[src/rtl/alu_arbiter_pkg.sv]
// Shared types for the two-requester ALU arbiter: ALU op encodings,
// arbiter FSM states and requester count.
package alu_arbiter_pkg;

    typedef enum logic [3:0] {
        ALU_AND = 4'b0000,
        ALU_OR  = 4'b0001,
        ALU_ADD = 4'b0010,
        ALU_XOR = 4'b0011,
        ALU_SUB = 4'b0110,
        ALU_SLT = 4'b0111,
        ALU_NOR = 4'b1100
    } alu_control_t;

    typedef enum logic [1:0] {
        S_IDLE = 2'd0,
        S_EXEC = 2'd1,
        S_RESP = 2'd2
    } arb_state_t;

    localparam int ARB_N_REQ = 2;

endpackage

[src/rtl/alu_arbiter_alu.sv]
// Combinational ALU shared by the arbiter; unknown op encodings yield a zero
// result with no overflow.
module alu
    import alu_arbiter_pkg::*;
#(
    parameter int N = 32
) (
    input  logic [N-1:0]  i_a,
    input  logic [N-1:0]  i_b,
    input  alu_control_t  i_control,
    output logic [N-1:0]  o_result,
    output logic          o_overflow,
    output logic          o_zero,
    output logic          o_equal
);

    logic [N-1:0] w_sum;
    logic [N-1:0] w_diff;
    logic         w_slt;

    assign w_sum  = i_a + i_b;
    assign w_diff = i_a - i_b;
    assign w_slt  = $signed(i_a) < $signed(i_b);

    // Operation select; overflow is only meaningful for signed add/sub
    always_comb begin
        o_result   = '0;
        o_overflow = 1'b0;
        case (i_control)
            ALU_AND: o_result = i_a & i_b;
            ALU_OR:  o_result = i_a | i_b;
            ALU_XOR: o_result = i_a ^ i_b;
            ALU_NOR: o_result = ~(i_a | i_b);
            ALU_ADD: begin
                o_result   = w_sum;
                o_overflow = (i_a[N-1] == i_b[N-1]) && (w_sum[N-1] != i_a[N-1]);
            end
            ALU_SUB: begin
                o_result   = w_diff;
                o_overflow = (i_a[N-1] != i_b[N-1]) && (w_diff[N-1] != i_a[N-1]);
            end
            ALU_SLT: o_result = {{(N-1){1'b0}}, w_slt};
            default: o_result = '0;
        endcase
    end

    assign o_zero  = (o_result == '0);
    assign o_equal = (i_a == i_b);

endmodule

[src/rtl/alu_arbiter.sv]
// Round-robin arbiter sharing one ALU between two valid/ready requesters;
// one registered, id-tagged response per accepted request.
module alu_arbiter
    import alu_arbiter_pkg::*;
#(
    parameter int N = 32
) (
    input  logic          clk,
    input  logic          rst,
    input  logic          r0_valid,
    output logic          r0_ready,
    input  logic [N-1:0]  r0_a,
    input  logic [N-1:0]  r0_b,
    input  alu_control_t  r0_control,
    input  logic          r1_valid,
    output logic          r1_ready,
    input  logic [N-1:0]  r1_a,
    input  logic [N-1:0]  r1_b,
    input  alu_control_t  r1_control,
    output logic          rsp_valid,
    input  logic          rsp_ready,
    output logic          rsp_id,
    output logic [N-1:0]  rsp_result,
    output logic          rsp_overflow,
    output logic          rsp_zero,
    output logic          rsp_equal
);

    arb_state_t           r_state;
    arb_state_t           w_next_state;
    logic                 r_prio;
    logic [N-1:0]         r_op_a;
    logic [N-1:0]         r_op_b;
    alu_control_t         r_op_ctrl;
    logic                 r_op_id;
    logic [ARB_N_REQ-1:0] w_req_valid;
    logic                 w_grant_id;
    logic                 w_handshake;
    logic [N-1:0]         w_alu_result;
    logic                 w_alu_overflow;
    logic                 w_alu_zero;
    logic                 w_alu_equal;

    assign w_req_valid = {r1_valid, r0_valid};

    // Grant selection: prio only breaks ties when both requesters are valid
    always_comb begin
        w_grant_id = 1'b0;
        if (w_req_valid == 2'b11) begin
            w_grant_id = r_prio;
        end else if (w_req_valid == 2'b10) begin
            w_grant_id = 1'b1;
        end else begin
            w_grant_id = 1'b0;
        end
        w_handshake = (r_state == S_IDLE) && (w_req_valid != 2'b00) && !rst;
        r0_ready    = w_handshake && !w_grant_id;
        r1_ready    = w_handshake && w_grant_id;
    end

    // Next-state logic
    always_comb begin
        w_next_state = r_state;
        case (r_state)
            S_IDLE:  w_next_state = w_handshake ? S_EXEC : S_IDLE;
            S_EXEC:  w_next_state = S_RESP;
            S_RESP:  w_next_state = rsp_ready ? S_IDLE : S_RESP;
            default: w_next_state = S_IDLE;
        endcase
    end

    // State register
    always_ff @(posedge clk) begin
        if (rst) begin
            r_state <= S_IDLE;
        end else begin
            r_state <= w_next_state;
        end
    end

    // Operand capture: requesters may change inputs right after the handshake
    always_ff @(posedge clk) begin
        if (rst) begin
            r_op_a    <= '0;
            r_op_b    <= '0;
            r_op_ctrl <= ALU_AND;
            r_op_id   <= 1'b0;
        end else if (w_handshake) begin
            r_op_a    <= w_grant_id ? r1_a : r0_a;
            r_op_b    <= w_grant_id ? r1_b : r0_b;
            r_op_ctrl <= w_grant_id ? r1_control : r0_control;
            r_op_id   <= w_grant_id;
        end else begin
            r_op_a    <= r_op_a;
            r_op_b    <= r_op_b;
            r_op_ctrl <= r_op_ctrl;
            r_op_id   <= r_op_id;
        end
    end

    alu #(.N(N)) u_alu (
        .i_a        (r_op_a),
        .i_b        (r_op_b),
        .i_control  (r_op_ctrl),
        .o_result   (w_alu_result),
        .o_overflow (w_alu_overflow),
        .o_zero     (w_alu_zero),
        .o_equal    (w_alu_equal)
    );

    // Response registers and round-robin pointer; prio flips only once a
    // response is consumed so a stalled consumer cannot skew fairness
    always_ff @(posedge clk) begin
        if (rst) begin
            rsp_valid    <= 1'b0;
            rsp_id       <= 1'b0;
            rsp_result   <= '0;
            rsp_overflow <= 1'b0;
            rsp_zero     <= 1'b0;
            rsp_equal    <= 1'b0;
            r_prio       <= 1'b0;
        end else if (r_state == S_EXEC) begin
            rsp_valid    <= 1'b1;
            rsp_id       <= r_op_id;
            rsp_result   <= w_alu_result;
            rsp_overflow <= w_alu_overflow;
            rsp_zero     <= w_alu_zero;
            rsp_equal    <= w_alu_equal;
        end else if ((r_state == S_RESP) && rsp_ready) begin
            rsp_valid    <= 1'b0;
            r_prio       <= ~rsp_id;
        end else begin
            rsp_valid    <= rsp_valid;
            r_prio       <= r_prio;
        end
    end

endmodule
[config.mk]
export PLATFORM = sky130hd
export DESIGN_NAME = alu_arbiter
export DESIGN_NICKNAME = d
export VERILOG_FILES = /design/src/rtl/alu_arbiter_pkg.sv /design/src/rtl/alu_arbiter_alu.sv /design/src/rtl/alu_arbiter.sv
export SDC_FILE = /design/constraint.sdc
export NUM_CORES = 1
export LEC_CHECK = 0
export ABC_AREA = 1
export CAP_MARGIN = 20
export CORE_MARGIN = 2
export CORE_UTILIZATION = 35
export DETAILED_ROUTE_END_ITERATION = 10
export GPL_TIMING_DRIVEN = 1
export PLACE_DENSITY_LB_ADDON = 0.08
export SYNTH_ARGS = -nofsm -noshare
export SYNTH_HDL_FRONTEND = slang
export SYNTH_HIERARCHICAL = 1
export SYNTH_SLANG_ARGS = --single-unit
[constraint.sdc]
create_clock -name clk -period 6.75 [get_ports clk]
set_input_delay 1.0125 -clock clk [delete_from_list [all_inputs] [get_ports clk]]
set_output_delay 1.0125 -clock clk [all_outputs]
set_load 0.005 [all_outputs]
Word-level counts from Yosys, hierarchy flattened
Index checks and enable logic that the tools add are counted.

Flip-flop bits (word level): 109. Memory bits (read-only): 0. Bits in latches: 0. Input port bits: 141. Memories: 0. Output and inout bits: 39. Logic and storage cells: 63. Bits in writable memories: 0.

Reduce and logical (&&, ||, !) cells: 15. Equal/unequal tests: 15. Bitwise gates (word level): 6. Shift-type cells: 0. Multiply operators: 0. Add/subtract/negate cells: 2. Multiplexer cells: 12. $lt $le $gt $ge: 1. Divide/modulo/power cells: 0.

Operators with widths (count): $pmux 32 s7 (1); $mux 32 (2); $add 32x32->32 (1); $and 32x32->32 (1); $eq 32x32->1 (1); $logic_not 32->1 (1); $lt 32x32->1 (1); $not 32->32 (1); $or 32x32->32 (1); $sub 32x32->32 (1); $xor 32x32->32 (1); $eq 4x2->1 const B (2); $eq 4x3->1 const B (2); $logic_and 1x1->1 (7); $eq 2x2->1 const B (3); $pmux 2 s3 (1); $mux 1 (5); $eq 4x1->1 const B (1); $eq 4x4->1 const B (1); $logic_not 4->1 (1); $mux 4 (1); $reduce_bool 2->1 (2); $ne 1x1->1 (3); $eq 2x1->1 const B (1); 7 further kinds (9).

Logic depth before layout (Yosys ltp)
Gate-level depths: netlist (run 1).

Depth after elaboration: 5. Depth in mapped cells: 22. Gate-level depth less buffers: 21.

Cells and area by module
The synthesis (run 1) kept the hierarchy.

By module, submodules not included: alu (instances 1, seq. area each 0.0 um^2, area each 6876.6 um^2, cells an instance 1404); alu_arbiter (instances 1, seq. area each 2182.1 um^2, area each 4697.0 um^2, cells an instance 704).

Worst setup path after synthesis (run 1)
No wires, ideal clock.

Path type: input to output. Start: input port r1_valid. End: output port r0_ready. Path slack: 3.936 ns. Data required time: 5.738 ns. Cell stages on the path: 6. Arrival time: 1.801 ns. Buffers on the path: 2. Cells stage by stage: buf_2 > nor2_2 > nor2_1 > nand2_1 > buf_2 > a21oi_1.

Word-level cells in the longest chain between the ends: 5. Elaborated cells on any way between the ends: 9. Classes of those cells: eq/ne (2); mux (2); reduce/logical (5).

Ends and longest elaborated chain: start: declaration (RTL line alu_arbiter.sv:15) `input logic r1_valid,`; $eq 2x2->1 (RTL line alu_arbiter.sv:51) `end else if (w_req_valid == 2'b10) begin`; $mux 1 (RTL line alu_arbiter.sv:51); $mux 1 (RTL line alu_arbiter.sv:49) `if (w_req_valid == 2'b11) begin`; $logic_not 1->1 (RTL line alu_arbiter.sv:57) `r0_ready = w_handshake && !w_grant_id;`; $logic_and 1x1->1 (*) (RTL line alu_arbiter.sv:57); end: declaration (RTL line alu_arbiter.sv:11) `output logic r0_ready,`.

Every way passes the cells marked *; elsewhere a longest branch is shown, timed or not.

Worst setup path in the final report (run 1)
Start: input port r0_valid. End: output port r0_ready.

Word-level cells in the longest chain between the ends: 5. Elaborated cells on any way between the ends: 9. Classes of those cells: eq/ne (2); mux (2); reduce/logical (5).

Ends and longest elaborated chain: start: declaration (RTL line alu_arbiter.sv:10) `input logic r0_valid,`; $eq 2x2->1 (RTL line alu_arbiter.sv:51); $mux 1 (RTL line alu_arbiter.sv:51); $mux 1 (RTL line alu_arbiter.sv:49); $logic_not 1->1 (RTL line alu_arbiter.sv:57); $logic_and 1x1->1 (*) (RTL line alu_arbiter.sv:57).

Marked as above.

==> impl_metrics.toml, run 1 <==
[setup_path]
slowest_delay_ps = 540
startpoint_type = "primary input"
timing.critical_path.buf_inv = 2
crit_top_cell = "clkdlybuf4s50_1"
cp_top_family = "buffers and inverters"
crit_type = "primary input to output pin"
crit_chain = "clkdlybuf4s50_1, nor2_2, nor2_1, nand2_2, a21oi_1, clkdlybuf4s50_1"
end_kind = "output pin"
cp_slowest_cell = "clkdlybuf4s50_1"
crit_fanout = 4
required_ps = 5740
r2r_start = "r_op_ctrl[2]"
cp-startpoint = "r0_valid"
critPathArrivalTime_ps = 2620

[placement]
gp_congestion = 0.965
placed_cells = 2647
pre_cts_slack_ps = 2880
io_buffer_count = 179
dp.final_hpwl_um = 34300

[final_layout]
final_common_cell = "nand2_1"
layout.cells.most_common_list = "nand2_1, inv_1, nor2_1"
fin_cells = 2664
drive_above_1_share = 0.0288
post-route-util = 0.425
area_delta_synth_final_pct = 19.5
diodes = 0
layout.nets = 2456
fillCellCount = 3734

[routing]
wire_per_inst_um = 16.0
ant_nets = 0
drc_errors = 0
wirelength_um = 42700
drt_iter0_markers = 1123
first_pass_iters = 6
vias = 13100
avgViaCountPerCell = 4.91

[cts]
post-cts-setup-buffers = 0
ctsResizeCount = 0
ctsHtreeMaxLevel = 3
cts_buffer_depth = 2
cts-root-buf = "clkbuf_16"
cts_buffers = 9
ctsHoldBuffers = 0
clock_latency_ps = 380
cts_tree = "yes"
cts.sinks = 109
path_clk_slew_ps = 70

[yosys]
synth_edf_count = 0
synth_top_family_by_area = "simple AND/OR/NAND/NOR gates"
synth_fa_ha_area_frac = 0.107
synth_nets = 2347
synth-compound-area-share = 0.129
synthArstFlopShare = 0
syn_inst = 2108
ys_ff_latch = 109
netlist_area_mm2 = 0.0116
yosys_warnings = 6
synthXorXnorAreaFrac = 0.00151
synth_mux_area_frac = 0
ys_seq_area_frac = 0.189
avgSynthCellArea_um2 = 5.49
ys_types = 41
synthSimpleGateAreaFrac = 0.425
ys.flop_type = "dfxtp_1"

[sta]
clock_skew_ps = 23.4
hold_violations = 0
setup_viol = 0
period_minus_slack_ps = 3630
fin_crit_sh = 0.538
max_slew_margin = 0.290
final.setup.worst_slack_ps = 3120
slew_violations = 0
fin_tns_setup_ps = 0
rsz0062_at_grt = "false"
tightest_slew_ps = 1060
fmax_mhz = 275

[die]
dieArea_mm2 = 0.0345
start_util = 0.356
num_rows = 66
die_h_um = 186
core_mm2 = 0.0325
dieWidth_um = 186
pin_count = 180

[grt]
grt_pass1_vias = 12100
track_usage = 0.250
antenna_found_initial = 0
grt_first_pass_wirelength_um = 66100
grt_max_degree = 72
grt_overflow = 0

[flow_run]
drv_cap = 0

[power_and_ir_drop]
p_per_area_mw_per_mm2 = 168
p_leak_uw = 0.00687
peakVddDrop_uv = 130

[status]
outcome = "finished clean"

[min_path]
hold_start = "rsp_result[31]"
hold_class = "flip-flop to flip-flop"
## kinds of logic (layout without fill, tap and decap cells)
group | count (synthesis) | count (layout)
buf+inv | 429 | 543
xor+xnor | 2 | 2
simple gates | 1198 | 1198
compound gates | 272 | 272
flops | 109 | 109
fa+ha+maj | 98 | 98
## worst paths after layout
kind / endpoint / slack, ps / cells past startpoint
max: r0_ready / 3120 / 6
min: rsp_result[31] / 480 / 2
min reg2reg: rsp_result[31] / 480 / 2
max reg2reg: rsp_zero / 3600 / 14
## state kept, by name, summed over array words and instances (netlist names)
signal	cells
rsp_equal	1
r_op_id	1
rsp_result	32
r_prio	1
r_state	2
r_op_a	32
rsp_valid	1
rsp_overflow	1
rsp_id	1
rsp_zero	1
r_op_ctrl	4
r_op_b	32
## per-stage QoR
stage | power [uW] | area (um^2) | hold WS, ps
final | 2320 | 13800 | 480
after detailed placement | 1800 | 13500 | 470
after global routing | 2500 | 13800 | 504
after floorplan | 1430 | 11600 | 429
after global placement | 1790 | 13500 | 462
after CTS | 2330 | 13800 | 480
## worst min-delay path: stages, from the launching register on
cell and delay, ps:
dfxtp_1 320, nor2_1 40, nor2_1 80
## Yosys cell counts (2+ instances only)
library cell,instances,share of area
fa_1,2,0.0035
buf_6,4,0.0039
o21ai_1,3,0.0013
nand3b_1,2,0.0013
o22ai_1,15,0.0081
nor2_2,10,0.0054
nand4_1,14,0.0076
nand3_1,201,0.087
o211ai_1,2,0.0013
nand3_2,2,0.0017
inv_2,7,0.0023
o221ai_1,3,0.0023
nand2_1,737,0.24
dfxtp_1,109,0.19
a21oi_1,138,0.060
clkbuf_1,38,0.012
nand2_2,7,0.0038
nor3_1,4,0.0017
and3_1,3,0.0016
or2_2,2,0.0011
ha_1,96,0.10
o21bai_1,6,0.0039
buf_2,43,0.019
nor2_1,205,0.066
buf_4,6,0.0039
nor3_2,3,0.0026
nor4_1,4,0.0022
o21ai_0,79,0.034
xor2_1,2,0.0015
buf_1,2,0.00065
a211oi_1,11,0.0071
a221oi_1,12,0.0091
inv_1,328,0.11
## routing by layer
metal / GRT usage / up-vias / share of wire
met5: 0 / - / 0
met4: 0.0674 / 0 / 0.017
li1: - / 6788 / -
met2: 0.373 / 466 / 0.41
met3: 0.0278 / 36 / 0.064
met1: 0.375 / 5791 / 0.51
## area by class of cell
| cell class | count | area (um^2) | share of cell area |
|---|---|---|---|
| clock inverter | 4 | 32.5 | 0.00235 |
| clock buffer | 12 | 236 | 0.0171 |
| tap | 442 | 553 | 0.0400 |
| sequential | 109 | 2180 | 0.158 |
| multi-input combinational | 1570 | 7680 | 0.555 |
| inverter | 336 | 1260 | 0.0912 |
| timing repair buffer | 191 | 1880 | 0.136 |
## power breakdown
group | internal, uW | switching, uW | leakage, uW
registers | 693 | 42.9 | 0.000892
logic | 370 | 689 | 0.00585
clock network | 254 | 272 | 0.000123
total | 1320 | 1000 | 0.00687
(Power assumes the default switching activity.)
==> inputs of run 2 (changes only) <==
==> constraint.sdc (replaced) <==
create_clock -name clk -period 3.48 [get_ports clk]
set_input_delay 0.522 -clock clk [delete_from_list [all_inputs] [get_ports clk]]
set_output_delay 0.522 -clock clk [all_outputs]
set_load 0.005 [all_outputs]
==> run 2 against run 1 <==
Register-to-register slack worse by 3200 ps. Sequential power up 93%. Die area stayed put. Total power rose by 97%. Clock power increased by 98%. Clock-buffer cell count fell by 1. Cell area increased by 1.7%. Worst setup slack got worse by 2800 ps. Flip-flop and latch count unchanged.
==> impl_metrics.toml, run 2 (synthesized netlist as in run 1, its figures left out) <==
[die]
start_util = 0.356
dieArea_mm2 = 0.0345
dieWidth_um = 186
pin_count = 180
num_rows = 66
die_h_um = 186
core_mm2 = 0.0325

[sta]
slew_violations = 0
clock_skew_ps = 15.9
rsz0062_at_grt = "false"
tightest_slew_ps = 729
fin_tns_setup_ps = 0
fin_crit_sh = 0.899
fmax_mhz = 320
setup_viol = 0
hold_violations = 0
max_slew_margin = 0.514
period_minus_slack_ps = 3130

[final_layout]
final_common_cell = "nand2_1"
layout.cells.most_common_list = "nand2_1, inv_1, nor2_1"
reg_top3 = "r_op_a x32, r_op_b x32, rsp_result x32"
drive_above_1_share = 0.0405
area_delta_synth_final_pct = 21.6
layout.nets = 2480
diodes = 0
fillCellCount = 3685

[cts]
cts_buffer_depth = 2
cts.sinks = 109
ctsHtreeMaxLevel = 3
cts-root-buf = "clkbuf_16"
cts_tree = "yes"
cts_buffers = 9
path_clk_slew_ps = 80
clock_latency_ps = 380

[setup_path]
rr_endpoint = "rsp_zero"
startpoint_type = "flip-flop"
crit_chain = "inv_1, ha_1, fa_1, inv_1, nand2_1, nand3_1, nand2_1, nand2_1, nand3_1, nand2_1, nand2_1, nand2_1, nand2_1, nand3_2, nand4_1, nor2_1, nand2_1, nor2_1, o21ai_0, nor2_1"
r2r_setup_slack_ps = 350
cp_top_family = "simple AND/OR/NAND/NOR gates"
cp_slowest_cell = "fa_1"
end_kind = "flip-flop"
critPathArrivalTime_ps = 3430
crit_top_cell = "nand2_1"
crit_fanout = 4
slowest_delay_ps = 440
r2r_start = "r_op_a[0]"
timing.critical_path.buf_inv = 2
required_ps = 3780
r2r_cells = 20
crit_type = "flip-flop to flip-flop"

[routing]
drt_iter0_markers = 902
first_pass_iters = 6
drc_errors = 0
ant_nets = 0
wirelength_um = 44900
vias = 13300
avgViaCountPerCell = 4.94
wire_per_inst_um = 16.7

[min_path]
min_to = "r_op_b[1]"
hold_depth = 2
hold_class = "primary input to flip-flop"
hold_start = "rst"

[status]
outcome = "finished clean"

[grt]
track_usage = 0.261
antenna_found_initial = 0
grt_first_pass_wirelength_um = 68800
grt_pass1_vias = 12200
grt_overflow = 0
grt_max_degree = 69

[power_and_ir_drop]
p_per_area_mw_per_mm2 = 325
finalPower_uw = 4580
p_leak_uw = 0.00700
peakVddDrop_uv = 234

[placement]
gp_congestion = 0.981
io_buffer_count = 179
dp.final_hpwl_um = 36600

[flow_run]
drv_cap = 0
## run 2: per-stage QoR
stage	cells	instance area (um^2)	hold slack, ps	util	worst slack [ps]
2_1_floorplan	2108	11600	429	-	1160
3_3_place_gp	2671	13800	452	0.423	236
3_5_place_dp	2672	13800	461	0.424	275
4_1_cts	2688	14100	444	0.432	237
5_1_grt	2688	14100	450	0.433	52.3
6_report	2688	14100	455	0.433	353
## run 2: area by class of cell
type	count	area [um^2]	share of cell area
Clock inverter	5	43.8	0.00311
Clock buffer	11	233	0.0165
Sequential cell	109	2180	0.155
Tap cell	442	553	0.0393
Multi-Input combinational cell	1570	7690	0.546
Inverter	336	1260	0.0896
Timing Repair Buffer	215	2110	0.150
## run 2: routing by layer
| layer | track usage | up-vias | wire, um |
|---|---|---|---|
| met5 | 0 | - | 0 |
| met4 | 0.0580 | 0 | 694 |
| met3 | 0.0321 | 45 | 2850 |
| met2 | 0.390 | 436 | 18500 |
| met1 | 0.394 | 5964 | 22900 |
| li1 | - | 6825 | - |
## run 2: worst register-to-register path, delay by kind of cell, from the launching register on
kind                       cells  cell delay, ps
and+or+nand+nor               15            1720
adders and majority gates      2             680
DFF                            1             370
buffers and inverters          2             210
AOI/OAI and AO/OA              1              90
## run 2: what timing repair did
item,in CTS,in global routing
buffers inserted,0,0
resized for setup,0,2
hold buffers,0,0
endpoints found under the hold margin,0,0
setup endpoints to repair,0,1
## run 2: worst max-delay path by stage
stage	start	cells past startpoint	to
2_1_floorplan	r_op_a[0]	20	rsp_zero
3_3_place_gp	r_op_a[23]	16	rsp_zero
3_5_place_dp	r_op_a[23]	16	rsp_zero
4_1_cts	r_op_a[23]	16	rsp_zero
5_1_grt	r_op_a[0]	20	rsp_zero
6_report	r_op_a[0]	20	rsp_zero
## run 2: where the power goes
group / switching, uW / total [uW] / leakage (uW) / internal, uW
clock: 543 / 1040 / 0.000128 / 497
sequential: 78.4 / 1420 / 0.000892 / 1340
combinational: 1370 / 2120 / 0.00598 / 743
total: 1990 / 4580 / 0.00700 / 2580
